$ cat config.mk
export PLATFORM = sky130hd
export DESIGN_NAME = boule_rouge_ctrl
export DESIGN_NICKNAME = d
export VERILOG_FILES = /design/src/rtl/br_pkg.sv /design/src/rtl/br_lfsr16.sv /design/src/rtl/boule_rouge_ctrl.sv
export SDC_FILE = /design/constraint.sdc
export NUM_CORES = 1
export LEC_CHECK = 0
export BUFFER_PORTS_ARGS = -buffer_cell sky130_fd_sc_hd__buf_2
export CAP_MARGIN = 20
export CORE_UTILIZATION = 40
export DETAILED_ROUTE_END_ITERATION = 8
export GPL_TIMING_DRIVEN = 1
export PLACE_DENSITY_LB_ADDON = 0.25
export SLEW_MARGIN = 20
export SYNTH_ARGS = -nofsm -noshare
export SYNTH_HDL_FRONTEND = slang
export SYNTH_SLANG_ARGS = --single-unit
$ cat constraint.sdc
create_clock -name clk -period 4.6 [get_ports clk]
set_clock_uncertainty 0.05 [all_clocks]
set_input_delay 0.46 -clock clk [delete_from_list [all_inputs] [get_ports clk]]
set_output_delay 0.46 -clock clk [all_outputs]
set_load 0.05 [all_outputs]
$ cat src/rtl/br_pkg.sv
// br_pkg: shared states, cube one-hot constants and spawn coordinate widths for the red-ball controller
package br_pkg;
  typedef enum logic [1:0] {IDLE, WAIT, LAUNCH, ACTIVE} brctl_state_t;
  localparam int X_W = 11;
  localparam int Y_W = 10;
  localparam int XY_W = X_W + Y_W;
  localparam logic [31:0] TOP = 32'h0000_0001;
  localparam logic [31:0] R02 = 32'h0000_0002;
  localparam logic [31:0] R04 = 32'h0000_0008;
  localparam logic [31:0] R07 = 32'h0000_0040;
  localparam logic [31:0] R11 = 32'h0000_0400;
  localparam logic [31:0] R16 = 32'h0000_8000;
  localparam logic [31:0] R22 = 32'h0020_0000;
  localparam logic [31:0] L03 = 32'h0000_0004;
  localparam logic [31:0] L06 = 32'h0000_0020;
  localparam logic [31:0] L10 = 32'h0000_0200;
  localparam logic [31:0] L15 = 32'h0000_4000;
  localparam logic [31:0] L21 = 32'h0010_0000;
  localparam logic [31:0] L28 = 32'h0800_0000;
  function automatic logic [31:0] cube_onehot(input logic [4:0] idx);
    return (idx == 5'd0) ? 32'd0 : 32'd1 << (idx - 5'd1);
  endfunction
endpackage

$ cat src/rtl/br_lfsr16.sv
// br_lfsr16: 16-bit Fibonacci LFSR, taps 16,14,13,11, shifting while en is high
module br_lfsr16 #(
  parameter logic [15:0] SEED = 16'hACE1
) (
  input  logic        clk,
  input  logic        reset,
  input  logic        en,
  output logic [15:0] q
);
  always_ff @(posedge clk or posedge reset)
    if (reset) q <= SEED;
    else if (en) q <= {q[14:0], q[15] ^ q[13] ^ q[12] ^ q[10]};
endmodule

$ cat src/rtl/boule_rouge_ctrl.sv
// boule_rouge_ctrl: red-ball spawn timing, launch and one-hot pyramid position tracking
module boule_rouge_ctrl
  import br_pkg::*;
#(
  parameter logic [31:0]     SPAWN_DELAY  = 32'd50_000_000,
  parameter logic [4:0]      JITTER_SHIFT = 5'd16,
  parameter logic [2:0]      N_MOVES      = 3'd7,
  parameter logic [XY_W-1:0] XY_SPAWN_L   = {11'd300, 10'd200},
  parameter logic [XY_W-1:0] XY_SPAWN_R   = {11'd300, 10'd280},
  parameter logic [15:0]     LFSR_SEED    = 16'hACE1
) (
  input  logic            clk,
  input  logic            reset,
  input  logic            e_start_qb,
  input  logic            e_pause_qb,
  input  logic            e_resume_qb,
  input  logic            done_move,
  input  logic            br_kill,
  output logic            e_enable_br,
  output logic [6:0]      e_move_br,
  output logic [XY_W-1:0] e_XY0_br,
  output logic            br_active,
  output logic [31:0]     br_cube,
  output logic [2:0]      br_step
);
  brctl_state_t state;
  logic paused, side;
  logic [31:0] timer, delay;
  logic [15:0] lfsr;
  logic [2:0] row, nrow, nstep;
  logic [4:0] idx, nidx;
  br_lfsr16 #(.SEED(LFSR_SEED)) u_lfsr (.clk(clk), .reset(reset), .en(!paused), .q(lfsr));
  always_comb begin
    delay = SPAWN_DELAY + (32'(lfsr[3:0]) << JITTER_SHIFT);
    nstep = br_step + 3'd1;
    nrow = (br_step == 3'd0) ? 3'd2 : row + 3'd1;
    nidx = (br_step == 3'd0) ? 5'd2 + 5'(side)
         : (row == 3'd7 || idx == 5'd0) ? 5'd0
         : idx + 5'(row) + 5'(e_move_br[br_step - 3'd1]);
  end
  always_ff @(posedge clk or posedge reset)
    if (reset) begin
      state <= IDLE;
      paused <= 1'b0;
      timer <= 32'd0;
      side <= 1'b0;
      row <= 3'd0;
      idx <= 5'd0;
      e_enable_br <= 1'b0;
      e_move_br <= 7'd0;
      e_XY0_br <= '0;
      br_active <= 1'b0;
      br_cube <= 32'd0;
      br_step <= 3'd0;
    end else if (e_start_qb) begin
      state <= WAIT;
      paused <= 1'b0;
      timer <= delay;
      e_enable_br <= 1'b0;
      br_active <= 1'b0;
      br_cube <= 32'd0;
      br_step <= 3'd0;
    end else begin
      paused <= e_pause_qb ? 1'b1 : e_resume_qb ? 1'b0 : paused;
      e_enable_br <= 1'b0;
      if (state == WAIT) begin
        br_active <= 1'b0;
        br_cube <= 32'd0;
        br_step <= 3'd0;
      end
      if (!paused)
        case (state)
          IDLE: ;
          WAIT:
            if (timer == 32'd0) begin
              state <= LAUNCH;
              e_enable_br <= 1'b1;
              e_move_br <= lfsr[6:0];
              side <= lfsr[7];
              e_XY0_br <= lfsr[7] ? XY_SPAWN_R : XY_SPAWN_L;
              br_active <= 1'b1;
              row <= 3'd0;
            end else timer <= timer - 32'd1;
          LAUNCH: state <= ACTIVE;
          ACTIVE:
            if (br_kill) begin
              state <= WAIT;
              timer <= delay;
            end else if (done_move) begin
              br_step <= nstep;
              row <= nrow;
              idx <= nidx;
              br_cube <= cube_onehot(nidx);
              if (nstep == N_MOVES) begin
                state <= WAIT;
                timer <= delay;
              end
            end
        endcase
    end
endmodule

[After elaboration in Yosys (flattened, before gate mapping)]
Cells that the tools add are included.
Storage, ports and cells
  register bits: 125
  latch bits: 0
  memory bits (writable): 0
  memory bits (read-only): 0
  input port bits: 7
  output and inout port bits: 65
  logic and storage cells: 106
  memories: 0
Operators by class
  $add $sub $neg: 9
  multipliers: 0
  divide/modulo/power cells: 0
  $lt $le $gt $ge: 1
  eq/ne operators: 13
  shifts and indexed selects: 1
  muxes and demuxes: 49
  bitwise logic cells: 6
  reduce and logical (&&, ||, !) cells: 14
Operators with widths (number)
  2-to-1 mux 32 bit: 13
  one-hot mux 32 bit (2 select lines): 1
  zero test 32 bit: 1
  << shifter 1 x 5 -> 32 bit (first input constant): 1
  subtractor 32 x 1 -> 32 bit (second input constant): 1
  2-to-1 mux 3 bit: 10
  adder 26 x 20 -> 27 bit (first input constant): 1
  AND reduction 5 bit: 3
  2-to-1 mux 1 bit: 13
  2-to-1 mux 2 bit: 6
  zero test 5 bit: 2
  2-to-1 mux 5 bit: 2
  2-to-1 mux 9 bit: 1
  != test 4 bit (second input constant): 2
  adder 3 x 1 -> 3 bit (second input constant): 2
  == test 3 bit (second input constant): 2
  != test 2 bit (second input constant): 3
  one-hot mux 2 bit (3 select lines): 1
  one-hot mux 3 bit (2 select lines): 1
  AND reduction 6 bit: 1
  nonzero test 3 bit: 2
  adder 5 x 1 -> 5 bit: 1
  adder 5 x 3 -> 5 bit: 1
  subtractor 5 x 1 -> 5 bit (second input constant): 1
  16 further kinds: 21

[Depth between registers and ports, before layout]
Gate-level depths: netlist of the first run.
  depth in word-level cells: 14
  mapped depth: 16
  mapped depth without buffers: 15

[Modules after synthesis]
From an unflattened synthesis of the first run, not the netlist that was laid out.
Second synthesis, totals
  cells, all modules: 548
  area, all modules: 5546.6 um^2
Modules (own cells, without submodules)
  boule_rouge_ctrl: instances 1, cells each 509, area each 4867.2 um^2
  br_lfsr16: instances 1, cells each 39, area each 679.4 um^2

[Worst setup path before layout of the first run]
Ideal clock, no wire load.
  kind: reg2reg
  start: register br_step[0]
  end: register br_cube[6]
  setup time: 0.142 ns
  data arrival time: 3.789 ns
  required time: 4.408 ns
  slack: 0.619 ns
  cell stages (with the launch flop): 16
  path buffers: 1
  cell sequence: dfrtp_1 inv_1 ha_1 mux4_2 o21ai_0 fa_1 inv_1 fa_1 xnor2_1 nand3b_1 a21oi_1 xnor2_1 o22ai_2 buf_2 a32oi_1 a21oi_1
On the way
  cells in the longest elaborated chain, start to end: 14
  elaborated cells between the ends (all ways): 16
RTL lines
  from (decl): line boule_rouge_ctrl.sv:24  | output logic [2:0] br_step
  from (signal assigned): line boule_rouge_ctrl.sv:90  | br_step <= nstep;
  subtractor 3 x 1 -> 3 bit: line boule_rouge_ctrl.sv:39  | : idx + 5'(row) + 5'(e_move_br[br_step - 3'd1]);
  binary-select mux 1 bit (select 3 bit): line boule_rouge_ctrl.sv:39
  2-to-1 mux 1 bit (implied by the code): line boule_rouge_ctrl.sv:39
  adder 5 x 1 -> 5 bit: line boule_rouge_ctrl.sv:39
  2-to-1 mux 5 bit: line boule_rouge_ctrl.sv:38  | : (row == 3'd7 || idx == 5'd0) ? 5'd0
  2-to-1 mux 5 bit (*): line boule_rouge_ctrl.sv:37  | nidx = (br_step == 3'd0) ? 5'd2 + 5'(side)
  subtractor 5 x 1 -> 5 bit: line br_pkg.sv:21  | return (idx == 5'd0) ? 32'd0 : 32'd1 << (idx - 5'd1);
  << shifter 1 x 5 -> 32 bit: line br_pkg.sv:21
  2-to-1 mux 32 bit (*): line br_pkg.sv:21
  2-to-1 mux 32 bit (*): line boule_rouge_ctrl.sv:89  | end else if (done_move) begin
  2-to-1 mux 32 bit (*): line boule_rouge_ctrl.sv:86  | if (br_kill) begin
  2-to-1 mux 32 bit (*): line boule_rouge_ctrl.sv:72  | case (state)
  2-to-1 mux 32 bit (*): line boule_rouge_ctrl.sv:71  | if (!paused)
  2-to-1 mux 32 bit (*): line boule_rouge_ctrl.sv:55  | end else if (e_start_qb) begin
  to (signal assigned): line boule_rouge_ctrl.sv:93  | br_cube <= cube_onehot(nidx);
  to (decl): line boule_rouge_ctrl.sv:23  | output logic [31:0] br_cube,
Mark *: on every way between the ends. The rest lies on a longest branch, timed or not. The select of a mux whose other input is x is not followed.
A chain may end at the register's enable or synchronous reset.

[Final worst setup path of the first run]
  start: register br_step[0]
  end: register br_cube[1]
Same word-level chain as after synthesis.

==> results by group, run 1 <==
Run status
  • Outcome: completed

Worst setup path
  • Crit path DAT: 4.49 ns
  • Worst Setup Start Kind: register
  • CP max stage delay: 0.44 ns
  • WS Path Type: register to register
  • CP endpoint kind: register
  • Worst-path cell chain: inv_1 -> ha_1 -> mux4_2 -> o21ai_0 -> fa_1 -> inv_1 -> fa_1 -> xnor2_1 -> nand3b_1 -> a21oi_1 -> xnor2_1 -> o22ai_4 -> nor4b_1 -> o22a_1
  • WP data required: 4.85 ns
  • CP Max Fanout: 15
  • Slowest-stage cell, CP: dfrtp_1

Clock tree
  • Clk_lat worst skew: 0.36 ns
  • Resize count post-CTS: 0
  • Clock Sink Count: 106
  • Cts-stage hold buffer count: 0
  • Postcts setup bufs: 0
  • Clock-pin slew on the worst setup and hold paths: 0.07 ns
  • TritonCTS Buffers: 9
  • CTS H-Tree Depth: 3
  • Clock buffer depth: 2
  • Root Driver: clkbuf_16
  • CTS tree: yes

Finish
  • ANT cells: 0
  • Commonest non-fill, non-tap cell in the layout: dfrtp_1
  • Area Growth Syn to Fin: 11.3%
  • Final net count: 639
  • Layout cell share with drive strength beyond 1: 20.7%
  • Most frequent cells in the layout: dfrtp_1 (98), buf_2 (59), nor2_1 (55)
  • Final instance count without filler cells: 800

Yosys
  • Synth Flop Type: dfrtp_1
  • Post-synthesis simple-gate area fraction: 18.4%
  • Combinational family with the most area after synthesis: compound AO/OA/AOI/OAI gates
  • Avg Inst Size Synth: 9.78 µm²
  • Area share of fa/ha/maj cells after synthesis: 3.16%
  • Synth unique cells: 68
  • Yosys top cell area share: 43.6%
  • Area leader, netlist: dfrtp_1
  • Synth async-reset ratio: 100%
  • Mux share of post-synthesis cell area: 5.18%
  • Sequential share of the synthesized area: 47.3%
  • Number of synthesized flops with an enable pin: 0
  • Yosys warns: 0
  • Post-Synth XOR/XNOR Area: 1.40%
  • Syn Inst Count: 575
  • Synth area leaders: dfrtp_1 (44%), a21oi_1 (4.5%), o21ai_0 (4.1%)
  • Synth Register Bits: 106
  • Compound-Gate Fraction of Synth Area: 18.7%
  • Mapped cell area: 0.00563 mm²

Drt
  • Vias: 4541
  • DRT Wirelength: 13500 µm
  • Drt pass-1 iters: 5
  • Per-cell routed wire length: 16.9 µm
  • DRT antenna net count: 0
  • Drt drc: 0
  • Vias per cell: 5.68
  • Iter 0 DRT Violations: 439

Global routing
  • Vias in the first global route: 4272
  • Wire length of the first global-routing pass: 22500 µm
  • Antenna violations before repair: 0
  • Largest net degree at the start of global routing: 70
  • Total global-route track usage: 19.9%
  • Overflow after GRT: 0

Power
  • Power Dens Cells: 312 mW/mm²
  • Internal power: 1.42 mW
  • Clock group share of total power: 38.7%
  • Leakage power: 2.89 nW
  • Flop pwr share: 50.3%
  • Worst vdd ir: 183 µV
  • Sw Share: 27.6%
  • Psw: 0.540 mW
  • Combinational fraction of design power: 11.0%
  • Final Total Pwr: 1.96 mW

STA
  • Unrepaired setup endpoints after global routing: false
  • F_max: 0.236 GHz
  • Max_slew headroom: 36.3%
  • Final Max Slew Viols: 0
  • Final Cycle Share: 92.1%
  • Final Hold Violating Endpoints: 0
  • Slew @ Worst Pin: 0.952 ns
  • Setup TNS: 0 ns
  • Final Critical Period: 4.24 ns
  • Setup-failing EPs final: 0

Die
  • Core area: 0.0135 mm²
  • Die Ht: 121 µm
  • Die Area: 0.0145 mm²
  • Row count: 42
  • Width of the die: 121 µm
  • IO Count: 72
  • Initial Utilization: 41.8%

Placement
  • HPWL after DPL: 9390 µm
  • Placed Cells incl. Taps: 784
  • Port Buffers: 59
  • Routability cong.: 0.853

Flow run
  • Max Cap Violations: 0

Hold path
  • Hold/Removal Path Class: primary input to async pin
-- layer usage --
layer  wire length [µm]  up-vias  GRT usage [%]  part of all wire, %
met5                  0        -              0                    0
met4                150        0           5.09                  1.1
met3                808       10           4.81                  6.0
met2               6340      146           31.3                   47
met1               6240     2239           27.4                   46
li1                   -     2146              -                    -
-- registers in the layout, indices dropped and copies added (netlist names) --
name         cells
e_enable_br      1
row              3
br_cube         32
paused           1
idx              5
timer           32
e_move_br        7
u_lfsr.q        16
br_step          3
state            2
e_XY0_br         3
br_active        1
-- final timing paths --
path	start	to	slack, ns	depth (start not counted)
setup / recovery	br_step[0]	br_cube[1]	0.36	14
hold / removal	reset	e_XY0_br[7]	0.24	2
setup reg to reg	br_step[0]	br_cube[1]	0.36	14
hold reg to reg	timer[28]	timer[28]	0.43	1
max in group asynchronous	reset	u_lfsr.q[5]	3.21	3
min in group clk	e_pause_qb	paused	0.27	3
-- synth_stat cells, drive strengths merged, types with 6 or more instances --
cell type  count
nand2b         7
nand3         16
a221oi         6
a22o           9
o21ai         51
dfstp          8
or2            6
ha            11
a32oi          7
mux2          23
nor3          18
a21oi         52
nand2         40
dfrtp         98
xnor2          6
inv           18
or3            9
clkbuf        13
nor4           8
nor2b          7
buf           29
and2           6
a31oi          6
nor2          55
a22oi          6
-- per-stage QoR --
stage | area [µm²] | hold WS [ns] | setup slack [ns] | util, %
after floorplan | 5670 | 0.396 | 0.619 | -
after global placement | 5970 | 0.415 | 0.603 | 44.3
after detailed placement | 5970 | 0.414 | 0.340 | 44.3
after CTS | 6260 | 0.267 | 0.321 | 46.5
after global routing | 6260 | 0.292 | 0.0433 | 46.6
final | 6260 | 0.239 | 0.363 | 46.6
-- critical path: cells and delay by family, from the launching register on --
family / cells / cell delay (ns)
xor+xnor: 2 / 0.51
fa+ha+maj: 3 / 1.04
flops: 1 / 0.44
buf+inv: 2 / 0.19
compound gates: 4 / 1.07
mux: 1 / 0.31
simple gates: 2 / 0.58
-- power groups by stage --
| stage | logic [mW] | registers, mW | clock network, mW |
|---|---|---|---|
| global route | 0.242 | 0.989 | 0.806 |
| detailed placement | 0.213 | 1.00 | 0 |
| CTS | 0.214 | 0.983 | 0.777 |
| global placement | 0.207 | 1.00 | 0 |
| floorplan | 0.182 | 0.998 | 0 |
| finish | 0.215 | 0.984 | 0.757 |
-- cell type report --
| cell class | instances | area, µm² |
|---|---|---|
| multi-input combinational | 420 | 2690 |
| timing repair buffer | 64 | 333 |
| clock inverter | 5 | 37.5 |
| clock buffer | 11 | 253 |
| inverter | 18 | 70.1 |
| tap | 176 | 220 |
| sequential | 106 | 2660 |
| fill | 1304 | 7190 |
-- cells by family (layout without fill, tap and decap cells) --
logic type | Yosys count | count (layout)
AO/OA/AOI/OAI | 167 | 167
multiplexers | 25 | 25
XOR/XNOR | 9 | 9
AND/OR/NAND/NOR | 194 | 194
buffers and inverters | 60 | 98
adder cells (fa/ha/maj) | 13 | 13
other | 1 | 12
flip-flops | 106 | 106
Note: power is estimated with default switching activity, not from simulation.
==> run 2, diff against run 1 <==
Settings changed: CORE_ASPECT_RATIO from default to 0.8.
==> run 2 against run 1 <==
Setup slack lost 0.0015 ns. Utilization shrank 0.13 points. Cell area grew 1.1%. Sequential share of layout area shrank 0.48 points.
==> results by group, run 2 (synthesis results as in run 1) <==
Run status
  • Outcome: completed

STA
  • Unrepaired setup endpoints after global routing: false
  • Final Max Slew Viols: 0
  • Max_slew headroom: 30.5%
  • F_max: 0.236 GHz
  • Slew @ Worst Pin: 1.04 ns
  • Final Critical Period: 4.24 ns
  • Final Hold Violating Endpoints: 0
  • Final Cycle Share: 92.1%
  • Setup-failing EPs final: 0
  • Setup TNS: 0 ns

Worst setup path
  • Worst Setup Start Kind: register
  • CP Max Fanout: 13
  • WP data required: 4.79 ns
  • Launching element of the worst setup path: br_step[0]
  • CP endpoint kind: register
  • Worst r2r src: br_step[0]
  • Crit path DAT: 4.43 ns
  • Worst-path cell chain: inv_1 -> ha_1 -> mux4_2 -> o21ai_0 -> fa_1 -> inv_1 -> fa_1 -> xnor2_1 -> nand3b_1 -> a21oi_1 -> xnor2_1 -> o22ai_4 -> buf_12 -> nor3b_1 -> o22a_1
  • CP max stage delay: 0.45 ns
  • WS Path Type: register to register
  • Slowest-stage cell, CP: dfrtp_1

Finish
  • Final net count: 641
  • Area Growth Syn to Fin: 12.6%
  • Most frequent cells in the layout: dfrtp_1 (98), buf_2 (59), nor2_1 (55)
  • Largest regs: br_cube: 32 flops, timer: 32 flops, u_lfsr.q: 16 flops
  • Fillers: 1320
  • Final instance count without filler cells: 806
  • Layout cell share with drive strength beyond 1: 20.9%
  • ANT cells: 0
  • Commonest non-fill, non-tap cell in the layout: dfrtp_1

Power
  • Worst vdd ir: 192 µV
  • Leakage power: 2.92 nW
  • Psw: 0.532 mW
  • Sw Share: 26.0%
  • Power Dens Cells: 323 mW/mm²
  • Flop pwr share: 48.1%
  • Internal power: 1.51 mW
  • Clock group share of total power: 41.2%
  • Combinational fraction of design power: 10.8%

Drt
  • Iter 0 DRT Violations: 287
  • DRT antenna net count: 0
  • Per-cell routed wire length: 16.8 µm
  • DRT Wirelength: 13500 µm
  • Drt pass-1 iters: 5
  • Vias: 4562
  • Drt drc: 0
  • Met3 wire len: 731 µm
  • Vias per cell: 5.66
  • Met2 wire length: 6160 µm
  • WL met1: 6520 µm
  • Top layer in use: met4

Clock tree
  • Clock buffer depth: 2
  • Root Driver: clkbuf_16
  • Clock Sink Count: 106
  • CTS H-Tree Depth: 3
  • Cts-stage hold buffer count: 0
  • Clock-pin slew on the worst setup and hold paths: 0.07 ns
  • TritonCTS Buffers: 9
  • Clk_lat worst skew: 0.35 ns
  • CTS tree: yes

Placement
  • Placed Cells incl. Taps: 788
  • Port Buffers: 59
  • HPWL after DPL: 9580 µm
  • Routability cong.: 0.838

Flow run
  • Max Cap Violations: 0

Global routing
  • Vias in the first global route: 4224
  • Overflow after GRT: 0
  • Largest net degree at the start of global routing: 77
  • Wire length of the first global-routing pass: 22300 µm
  • Antenna violations before repair: 0
  • Total global-route track usage: 19.7%

Die
  • Row count: 38
  • Initial Utilization: 41.2%
  • Die Area: 0.0145 mm²
  • Width of the die: 135 µm
  • IO Count: 72
  • Core area: 0.0136 mm²
  • Die Ht: 108 µm

Hold path
  • Hold/Removal Path Class: primary input to register
  • Min-delay src: e_pause_qb
==> run 2: repair_timing <==
action,4_1_cts,5_1_grt
buffers inserted,0,2
endpoints found under the setup margin,0,9
resized for setup,0,1
==> run 2: layer usage <==
| metal | vias to the layer above | track usage, % |
|---|---|---|
| met5 | - | 0 |
| met4 | 0 | 4.41 |
| met3 | 9 | 5.34 |
| met2 | 130 | 30.1 |
| met1 | 2268 | 27.9 |
| li1 | 2155 | - |
==> run 2: final timing paths <==
path / slack, ns / end / depth (start not counted)
worst max register to register: 0.36 / br_cube[1] / 15
worst min register to register: 0.43 / br_active / 1
worst min-delay path: 0.27 / paused / 3
worst max-delay path: 0.36 / br_cube[1] / 15
max in group asynchronous: 3.25 / br_cube[12] / 3
min in group asynchronous: 0.28 / timer[25] / 2
==> run 2: area by class of cell <==
type                       instances  area (µm²)  share of cell area [%]
clock buffer                      10         239                    3.77
clock inverter                     6        90.1                    1.42
multi-input combinational        420        2690                    42.4
timing repair buffer              66         360                    5.69
sequential                       106        2660                    42.0
tap                              180         225                    3.56
inverter                          18        70.1                    1.11
==> run 2: power groups by stage <==
stage                     clock (mW)  sequential, mW  combinational (mW)
after floorplan                    0           0.998               0.182
after global placement             0            1.00               0.208
after detailed placement           0            1.00               0.214
after CTS                      0.864           0.984               0.215
after global routing           0.905           0.989               0.248
final                          0.842           0.984               0.220
==> run 2: metrics by stage <==
stage / hold slack (ns) / setup slack (ns) / util [%] / total power [mW] / cell area, µm²
after floorplan: 0.396 / 0.619 / - / 1.18 / 5670
after global placement: 0.411 / 0.591 / 43.8 / 1.21 / 5970
after detailed placement: 0.417 / 0.295 / 43.8 / 1.22 / 5970
after CTS: 0.269 / 0.225 / 46.2 / 2.06 / 6300
after global routing: 0.296 / 0.0247 / 46.4 / 2.14 / 6330
final: 0.274 / 0.361 / 46.4 / 2.05 / 6330
==> run 2: critical path: cells and delay by family, from the launching register on <==
family | cells | cell delay [ns]
compound gates | 4 | 0.89
mux | 1 | 0.31
fa+ha+maj | 3 | 1.06
simple gates | 2 | 0.38
xor+xnor | 2 | 0.61
flops | 1 | 0.45
buf+inv | 3 | 0.38
